`src/rtl/seg_scan_driver_pkg.sv`:
```
// seg_scan_driver_pkg: shared display constants and the digit_sel polarity helper
package seg_scan_driver_pkg;
  localparam int DIGIT_W = 4;
  localparam int MAX_DIGITS = 8;
  function automatic logic [MAX_DIGITS-1:0] dig_off(input logic active_low);
    return {MAX_DIGITS{active_low}};
  endfunction
endpackage

```
`src/rtl/seg_scan_driver_if.sv`:
```
// seg_scan_driver_if: load/value/dp/blank_lz inputs and scanned display outputs; master drives value, slave scans
interface seg_scan_driver_if
  import seg_scan_driver_pkg::*;
#(parameter int NUM_DIGITS = 4);
  logic load;
  logic [DIGIT_W*NUM_DIGITS-1:0] value;
  logic [NUM_DIGITS-1:0] dp_in;
  logic blank_lz;
  logic [DIGIT_W-1:0] bcd;
  logic [NUM_DIGITS-1:0] digit_sel;
  logic dp_out;
  logic blank;
  logic frame_done;
  logic update_pending;
  modport master (output load, value, dp_in, blank_lz,
                  input bcd, digit_sel, dp_out, blank, frame_done, update_pending);
  modport slave (input load, value, dp_in, blank_lz,
                 output bcd, digit_sel, dp_out, blank, frame_done, update_pending);
endinterface

```
`src/rtl/seg_scan_prescaler.sv`:
```
// seg_scan_prescaler: counts 0..DIV-1 and flags tick on the last count (clk, rst in; tick out)
module seg_scan_prescaler #(parameter int DIV = 50000) (
  input  logic clk,
  input  logic rst,
  output logic tick
);
  localparam int CW = $clog2(DIV);
  logic [CW-1:0] cnt;
  assign tick = cnt == CW'(DIV - 1);
  always_ff @(posedge clk)
    if (rst || tick) cnt <= '0;
    else cnt <= cnt + 1'b1;
endmodule

```
`src/rtl/seg_scan_driver.sv`:
```
// seg_scan_driver: multiplexed 7-seg scan with frame-boundary commit and leading-zero blanking (clk, rst, bus slave)
module seg_scan_driver
  import seg_scan_driver_pkg::*;
#(
  parameter int NUM_DIGITS = 4,
  parameter int REFRESH_DIV = 50000,
  parameter int DIG_ACTIVE_LOW = 1
) (
  input logic clk,
  input logic rst,
  seg_scan_driver_if.slave bus
);
  localparam int VW = DIGIT_W * NUM_DIGITS;
  localparam logic [2:0] LAST = 3'(NUM_DIGITS - 1);
  localparam logic [MAX_DIGITS-1:0] OFF = dig_off(DIG_ACTIVE_LOW != 0);
  logic tick, fb, upd, z, bl;
  logic [2:0] idx, idx_n;
  logic [VW-1:0] disp, pend, disp_n;
  logic [NUM_DIGITS-1:0] dpd, dpp, dpd_n;
  logic [MAX_DIGITS-1:0][DIGIT_W-1:0] dv;
  logic [MAX_DIGITS-1:0] dpv, lz, sel;
  seg_scan_prescaler #(.DIV(REFRESH_DIV)) u_pre (.clk(clk), .rst(rst), .tick(tick));
  // Outputs are registered from the next-state index/display so a slot shows its own digit from its first cycle.
  // A load on the frame boundary bypasses pending and lands straight in the display.
  always_comb begin
    fb = tick && idx == LAST;
    idx_n = !tick ? idx : fb ? 3'd0 : idx + 3'd1;
    disp_n = !fb ? disp : bus.load ? bus.value : upd ? pend : disp;
    dpd_n = !fb ? dpd : bus.load ? bus.dp_in : upd ? dpp : dpd;
    dv = '0;
    dv[NUM_DIGITS-1:0] = disp_n;
    dpv = '0;
    dpv[NUM_DIGITS-1:0] = dpd_n;
    z = 1'b1;
    lz = '0;
    for (int i = MAX_DIGITS - 1; i > 0; i--) begin
      z = z && dv[i] == '0;
      lz[i] = z;
    end
    bl = bus.blank_lz && lz[idx_n];
    sel = OFF ^ (MAX_DIGITS'(1) << idx_n);
  end
  always_ff @(posedge clk)
    if (rst) begin
      idx <= '0;
      disp <= '0;
      pend <= '0;
      dpd <= '0;
      dpp <= '0;
      upd <= 1'b0;
      bus.bcd <= '0;
      bus.digit_sel <= OFF[NUM_DIGITS-1:0];
      bus.dp_out <= 1'b0;
      bus.blank <= 1'b0;
      bus.frame_done <= 1'b0;
    end else begin
      idx <= idx_n;
      disp <= disp_n;
      dpd <= dpd_n;
      if (bus.load) begin
        pend <= bus.value;
        dpp <= bus.dp_in;
      end
      upd <= bus.load ? !fb : upd && !fb;
      bus.bcd <= dv[idx_n];
      bus.digit_sel <= bl ? OFF[NUM_DIGITS-1:0] : sel[NUM_DIGITS-1:0];
      bus.dp_out <= !bl && dpv[idx_n];
      bus.blank <= bl;
      bus.frame_done <= fb;
    end
  assign bus.update_pending = upd;
endmodule
```
`src/flat_wrapper.sv`:
```
// flat-port wrapper written by rule: the top's interface ports become plain ports
module seg_scan_driver_flat import seg_scan_driver_pkg::*;
#(
  parameter int NUM_DIGITS = 4,
  parameter int REFRESH_DIV = 50000,
  parameter int DIG_ACTIVE_LOW = 1
)
  (clk, rst, bus_load, bus_value, bus_dp_in, bus_blank_lz, bus_bcd, bus_digit_sel, bus_dp_out, bus_blank, bus_frame_done, bus_update_pending);
  seg_scan_driver_if #(.NUM_DIGITS(NUM_DIGITS)) bus_i ();
  input logic clk;
  input logic rst;
  input wire logic [$bits(bus_i.load)-1:0] bus_load;
  input wire logic [$bits(bus_i.value)-1:0] bus_value;
  input wire logic [$bits(bus_i.dp_in)-1:0] bus_dp_in;
  input wire logic [$bits(bus_i.blank_lz)-1:0] bus_blank_lz;
  output wire logic [$bits(bus_i.bcd)-1:0] bus_bcd;
  output wire logic [$bits(bus_i.digit_sel)-1:0] bus_digit_sel;
  output wire logic [$bits(bus_i.dp_out)-1:0] bus_dp_out;
  output wire logic [$bits(bus_i.blank)-1:0] bus_blank;
  output wire logic [$bits(bus_i.frame_done)-1:0] bus_frame_done;
  output wire logic [$bits(bus_i.update_pending)-1:0] bus_update_pending;
  assign bus_i.load = bus_load;
  assign bus_i.value = bus_value;
  assign bus_i.dp_in = bus_dp_in;
  assign bus_i.blank_lz = bus_blank_lz;
  assign bus_bcd = bus_i.bcd;
  assign bus_digit_sel = bus_i.digit_sel;
  assign bus_dp_out = bus_i.dp_out;
  assign bus_blank = bus_i.blank;
  assign bus_frame_done = bus_i.frame_done;
  assign bus_update_pending = bus_i.update_pending;
  seg_scan_driver #(.NUM_DIGITS(NUM_DIGITS), .REFRESH_DIV(REFRESH_DIV), .DIG_ACTIVE_LOW(DIG_ACTIVE_LOW)) u_core (.clk(clk), .rst(rst), .bus(bus_i));
endmodule
```
`config.mk`:
```
export PLATFORM = sky130hd
export DESIGN_NAME = seg_scan_driver_flat
export DESIGN_NICKNAME = d
export VERILOG_FILES = /design/src/rtl/seg_scan_driver_pkg.sv /design/src/rtl/seg_scan_driver_if.sv /design/src/rtl/seg_scan_prescaler.sv /design/src/rtl/seg_scan_driver.sv /design/src/flat_wrapper.sv
export SDC_FILE = /design/constraint.sdc
export NUM_CORES = 1
export LEC_CHECK = 0
export ABC_AREA = 1
export BUFFER_PORTS_ARGS = -buffer_cell sky130_fd_sc_hd__buf_2
export CAP_MARGIN = 10
export CORE_ASPECT_RATIO = 0.75
export CORE_MARGIN = 2
export CORE_UTILIZATION = 25
export CTS_BUF_LIST = sky130_fd_sc_hd__clkbuf_2 sky130_fd_sc_hd__clkbuf_4 sky130_fd_sc_hd__clkbuf_8
export CTS_CLUSTER_SIZE = 20
export DETAILED_ROUTE_END_ITERATION = 10
export GPL_ROUTABILITY_DRIVEN = 1
export SYNTH_ARGS = -nofsm -noshare
export SYNTH_HDL_FRONTEND = slang
export SYNTH_SLANG_ARGS = --single-unit
```
`constraint.sdc`:
```
create_clock -name clk -period 2 [get_ports clk]
set_input_delay 0.1 -clock clk [delete_from_list [all_inputs] [get_ports clk]]
set_output_delay 0.1 -clock clk [all_outputs]
set_load 0.02 [all_outputs]
```
# Word level (Yosys, flattened, before mapping)
# Cells that the tools add are included.
[totals]
out_inout_bits = 12
regBits = 71
elab_cells = 47
in_bits = 24
[op_classes]
reduce_logical = 13
shifts = 1
add_sub_neg = 2
magnitude_cmp = 1
n_eq_ne = 2
mux = 15
bitwise_logic = 1
[ops]
columns = ["cell", "n"]
rows = [
  ["2-to-1 mux 16 bit", 3],
  ["adder 16 x 1 -> 16 bit (second input constant)", 1],
  ["== test 16 bit (second input constant)", 1],
  ["2-to-1 mux 4 bit", 4],
  ["binary-select mux 4 bit (select 3 bit)", 1],
  ["logical NOT 4 bit", 3],
  ["binary-select mux 1 bit (select 3 bit)", 2],
  ["logical AND 1 bit", 6],
  ["2-to-1 mux 3 bit", 2],
  ["less-than comparator 3 x 4 -> 1 bit (second input constant)", 1],
  ["NOT 4 bit", 1],
  ["<< shifter 1 x 3 -> 4 bit (first input constant)", 1],
  ["adder 3 x 1 -> 3 bit (second input constant)", 1],
  ["== test 3 x 2 -> 1 bit (second input constant)", 1],
  ["2-to-1 mux 1 bit", 3],
  ["logical NOT 1 bit", 2],
  ["OR reduction 2 bit", 1],
  ["logical OR 1 bit", 1],
]

# Longest topological paths before layout
[logic_depth]
ltp_word = 11
mapped_depth = 16
mapped_depth_nobuf = 16

# Cells and area by module
# From an unflattened synthesis, not the netlist that was laid out.
[unflattened]
hier_cells = 472
hier_area_um2 = 3255.6
[by_module_without_submodules]
columns = ["module", "seq_area_each_um2", "area_per_inst_um2", "n_inst", "cells_per_inst"]
rows = [
  ["seg_scan_driver", 1101.1, 2396.0, 1, 342],
  ["seg_scan_prescaler", 320.3, 859.6, 1, 130],
]

# Worst setup path after synthesis
# OpenSTA, ideal clock, no wires.
[synth_path]
kind = "register to register"
startpoint = "register u_core.u_pre.cnt[0]"
endpoint = "register u_core.bus.digit_sel[1]"
setup_time_ps = 115
arrival_time_ps = 1687
required_time_ps = 1885
path_buffers = 1
period_less_slack_ps = 1802
slack_ps = 198
stages_incl_launch_ff = 14
cell_sequence = "dfxtp_1 ha_1 nand3_4 nor2_2 nand3_4 buf_6 o21ai_1 nor2_1 nand2_1 nand2_1 nand2_1 nand3_2 nand2_2 nand2_1"
[synth_between]
elab_chain_len = 10
word_cells_on_any_way = 16
classes_between = "1 x eq/ne; 1 x shift; 5 x mux; 1 x bitwise; 8 x reduce/logical"
[synth_lines]
columns = ["item", "line_no", "text"]
rows = [
  ["from (decl)", "seg_scan_prescaler.sv:8", "logic [CW-1:0] cnt;"],
  ["from (signal assigned)", "seg_scan_prescaler.sv:12", "else cnt <= cnt + 1'b1;"],
  ["== test 16 bit *", "seg_scan_prescaler.sv:9", "assign tick = cnt == CW'(DIV - 1);"],
  ["logical AND 1 bit", "seg_scan_driver.sv:26", "fb = tick && idx == LAST;"],
  ["2-to-1 mux 16 bit", "seg_scan_driver.sv:28", "disp_n = !fb ? disp : bus.load ? bus.value : upd ? pend : disp;"],
  ["logical NOT 4 bit", "seg_scan_driver.sv:37", "z = z && dv[i] == '0;"],
  ["logical AND 1 bit (2 in a row)", "seg_scan_driver.sv:37", ""],
  ["binary-select mux 1 bit (select 3 bit)", "seg_scan_driver.sv:40", "bl = bus.blank_lz && lz[idx_n];"],
  ["2-to-1 mux 1 bit (implied by the code)", "seg_scan_driver.sv:40", ""],
  ["logical AND 1 bit", "seg_scan_driver.sv:40", ""],
  ["OR reduction 2 bit (no source line)", "n/a", ""],
  ["to (signal assigned)", "seg_scan_driver.sv:52", "bus.digit_sel <= OFF[NUM_DIGITS-1:0];"],
  ["to (signal assigned)", "seg_scan_driver.sv:66", "bus.digit_sel <= bl ? OFF[NUM_DIGITS-1:0] : sel[NUM_DIGITS-1:0];"],
  ["to (decl)", "seg_scan_driver_if.sv:18", "output bcd, digit_sel, dp_out, blank, frame_done, update_pending);"],
]
# Mark *: on every way between the ends. The rest lies on a longest branch, timed or not. The select of a mux whose other input is x is not followed.
# A chain may end at the register's enable or synchronous reset.

# Worst setup path after layout
[layout_path]
startpoint = "register u_core.u_pre.cnt[1]"
endpoint = "register u_core.bus.blank"
[layout_between]
elab_chain_len = 9
word_cells_on_any_way = 13
classes_between = "1 x eq/ne; 5 x mux; 7 x reduce/logical"
[layout_lines]
columns = ["item", "line_no", "text"]
rows = [
  ["== test 16 bit *", "seg_scan_prescaler.sv:9", ""],
  ["logical AND 1 bit", "seg_scan_driver.sv:26", ""],
  ["2-to-1 mux 16 bit", "seg_scan_driver.sv:28", ""],
  ["logical NOT 4 bit", "seg_scan_driver.sv:37", ""],
  ["logical AND 1 bit (2 in a row)", "seg_scan_driver.sv:37", ""],
  ["binary-select mux 1 bit (select 3 bit) *", "seg_scan_driver.sv:40", ""],
  ["2-to-1 mux 1 bit (implied by the code) *", "seg_scan_driver.sv:40", ""],
  ["logical AND 1 bit *", "seg_scan_driver.sv:40", ""],
  ["to (signal assigned)", "seg_scan_driver.sv:68", "bus.blank <= bl;"],
  ["to (decl)", "seg_scan_driver_if.sv:18", ""],
]
# Marks and branches as above.

==> impl_metrics.tcl <==
set metrics [dict create \
    grt_pass1_vias 2787 \
    maxCapViolations 0 \
    syn_nets 525 \
    dpl.hpwl_um 5950 \
    cts.clk_slew.worst_paths_ns 0.08 \
    cts_buffers 9 \
    via_count 3132 \
    yosys-top-cells-area "dfxtp_1, nand2_1, nor2_1" \
    area_growth_pct 27.4 \
    ant_nets 0 \
    powerDensity_nw_per_um2 662 \
    h-tree-depth 3 \
    netlist_instances 499 \
    clk_latency_ns 0.36 \
    cp_num_buf_inv 2 \
    clock_sink_count 71 \
    skew_ns 0.0117 \
    rows 36 \
    postLayoutSetupSlackWorst_ns 0.148 \
    drcViolationCount 0 \
    max_freq_ghz 0.540 \
    ys_ff_latch 71 \
    syn_avg_cell_area_um2 6.70 \
    maxSlewViolCount 0 \
    crit_path_frequent_cell "nand2_2" \
    cpPeakStageDelay_ns 0.35 \
    hold_violations 0 \
    cts_tree "built" \
    required_ns 2.29 \
    crit_fanout 6 \
    num_antenna_cells 0 \
    clockBufferDepth 2 \
    layout_commonest_cell "nand2_1" \
    fp.dieW_um 138 \
    grt_overflow 0 \
    syn_area_um2 3350 \
    stdcell_count 737 \
    root_buffer "clkbuf_8" \
    dr.pass1.iters 4 \
    yosysSeqAreaShare_pct 42.5 \
    start_util_pct 25.7 \
    relSlewSlack_pct 65.7 \
    crit_path_top_delay_cell "dfxtp_2" \
    ios 36 \
    wire_per_inst_um 11.5 \
    grt_max_degree 47 \
    worst_slew_pin_slew_ns 0.514 \
    drive_gt1_share_pct 25.8 \
    gp_congestion 0.810 \
    final_nets 588 \
    ys_types 33 \
    dp.cells 708 \
    coreArea_um2 13000 \
    die_h_um 104 \
    fin_crit_sh_pct 92.6 \
    leakagePower_nw 1.84 \
    cp_top_family "simple AND/OR/NAND/NOR gates" \
    status "finished, final reports clean" \
    place_ws_ns -0.00725 \
    synth.largest_area_cell "dfxtp_1" \
    track_usage_pct 12.2 \
    path_class "reg2reg" \
    endpoint_kind "register" \
    drtIter0Drc 225 \
    port_buffers 35 \
    via_per_inst 4.25 \
    startpoint_type "register" \
    antenna_found_initial 0 \
    finalCriticalPeriod_ns 1.85 \
    final_cell_mix "nand2_1, nor2_1, dfxtp_1" \
    peakVddDrop_v 0.000309 \
    min_path_type "in2reg" \
    setup_viol 0 \
    crit_chain "ha_4 > nand3_4 > nor2_4 > buf_4 > nand2_2 > nand2_2 > nand2_4 > inv_1 > nand2_2 > nor2_1 > nand2_1 > nor2_1 > nand2_1 > nand3_2 > nand2_2 > nor2_2" \
    cp.arrival_ns 2.14 \
    grt_pass1_wl_um 13600 \
    wirelength_um 8450 \
    synth.top_cell.area_share_pct 42.5 \
    dieArea_um2 14300 \
    yosysWarningCount 0 \
]
-- cell families (layout without fill, tap and decap cells) --
| group | count (synthesis) | in the layout | share of synthesized area, % |
|---|---|---|---|
| buf+inv | 73 | 139 | 8.60 |
| compound gates | 82 | 82 | 13.1 |
| xor+xnor | 3 | 3 | 0.785 |
| simple gates | 268 | 269 | 34.3 |
| fa+ha+maj | 2 | 2 | 0.748 |
| flops | 71 | 71 | 42.5 |
-- Yosys cell counts (all sizes together) --
master	n
nor3	5
nand3b	1
nand3	16
o21a	4
inv	57
a21boi	1
clkbuf	6
o21ai	32
clkinv	1
o22ai	4
nor4	2
nand2	161
a31oi	3
a21oi	37
o211ai	1
nor3b	3
xor2	2
or2	2
dfxtp	71
nor2	78
buf	9
ha	2
xnor2	1
-- state kept, by name, summed over array words and instances, names as in the netlist, 3 cells and up --
register              count
u_core.bus.bcd            4
u_core.bus.digit_sel      4
u_core.disp              16
u_core.dpd                4
u_core.dpp                4
u_core.idx                3
u_core.pend              16
u_core.u_pre.cnt         16
-- timing repair --
| action | CTS | global route |
|---|---|---|
| cloned | 0 | 2 |
| endpoints found under the hold margin | 2 | 0 |
| setup buffers | 0 | 10 |
| hold buffers | 2 | 0 |
| gates resized for setup | 1 | 52 |
| setup endpoints to repair | 4 | 12 |
| pin swaps | 0 | 10 |
-- report_power, final --
| group | switching, mW | internal (mW) |
|---|---|---|
| sequential | 0.0185 | 1.44 |
| clock | 0.528 | 0.631 |
| combinational | 0.121 | 0.0794 |
-- stage by stage --
stage | hold WS [ns] | power (mW) | setup TNS [ns] | instance area [µm²] | utilization, %
2_1_floorplan | 0.193 | 1.60 | 0 | 3350 | -
4_1_cts | 0.000457 | 2.84 | 0 | 4030 | 31.0
3_5_place_dp | 0.349 | 1.68 | -0.0117 | 3810 | 29.3
5_1_grt | 0.0115 | 2.94 | -0.0214 | 4260 | 32.8
6_report | 0.0171 | 2.82 | 0 | 4260 | 32.8
3_3_place_gp | 0.338 | 1.68 | 0 | 3810 | 29.3
-- final cells by class --
type                       count  area [µm²]
sequential                    71        1440
timing repair buffer          65         422
inverter                      58         225
timing repair inverter         1        5.00
clock inverter                 4        45.0
fill                        1401        8750
clock buffer                  11         151
multi-input combinational    356        1760
tap                          171         214
-- layer usage --
| layer | share of wire, % | track usage [%] | vias up | routed length (µm) |
|---|---|---|---|---|
| met3 | 4.7 | 4.00 | 6 | 401 |
| li1 | - | - | 1691 | - |
| met2 | 39 | 15.7 | 53 | 3260 |
| met5 | 0 | 0 | - | 0 |
| met1 | 56 | 18.6 | 1382 | 4690 |
| met4 | 1.1 | 3.98 | 0 | 93 |
-- worst min-delay path: stages --
cell     delay (ns)
buf_2          0.10
nand2_1        0.07
a21oi_1        0.06
-- final timing paths --
path                       start                to  slack [ns]  depth (start not counted)
max          u_core.u_pre.cnt[1]  u_core.bus.blank        0.15                         16
min reg2reg      u_core.pend[10]   u_core.pend[10]        0.46                          2
max reg2reg  u_core.u_pre.cnt[1]  u_core.bus.blank        0.15                         16
min                 bus_value[5]    u_core.pend[5]        0.02                          3
Power figures use the tool's default switching activity.
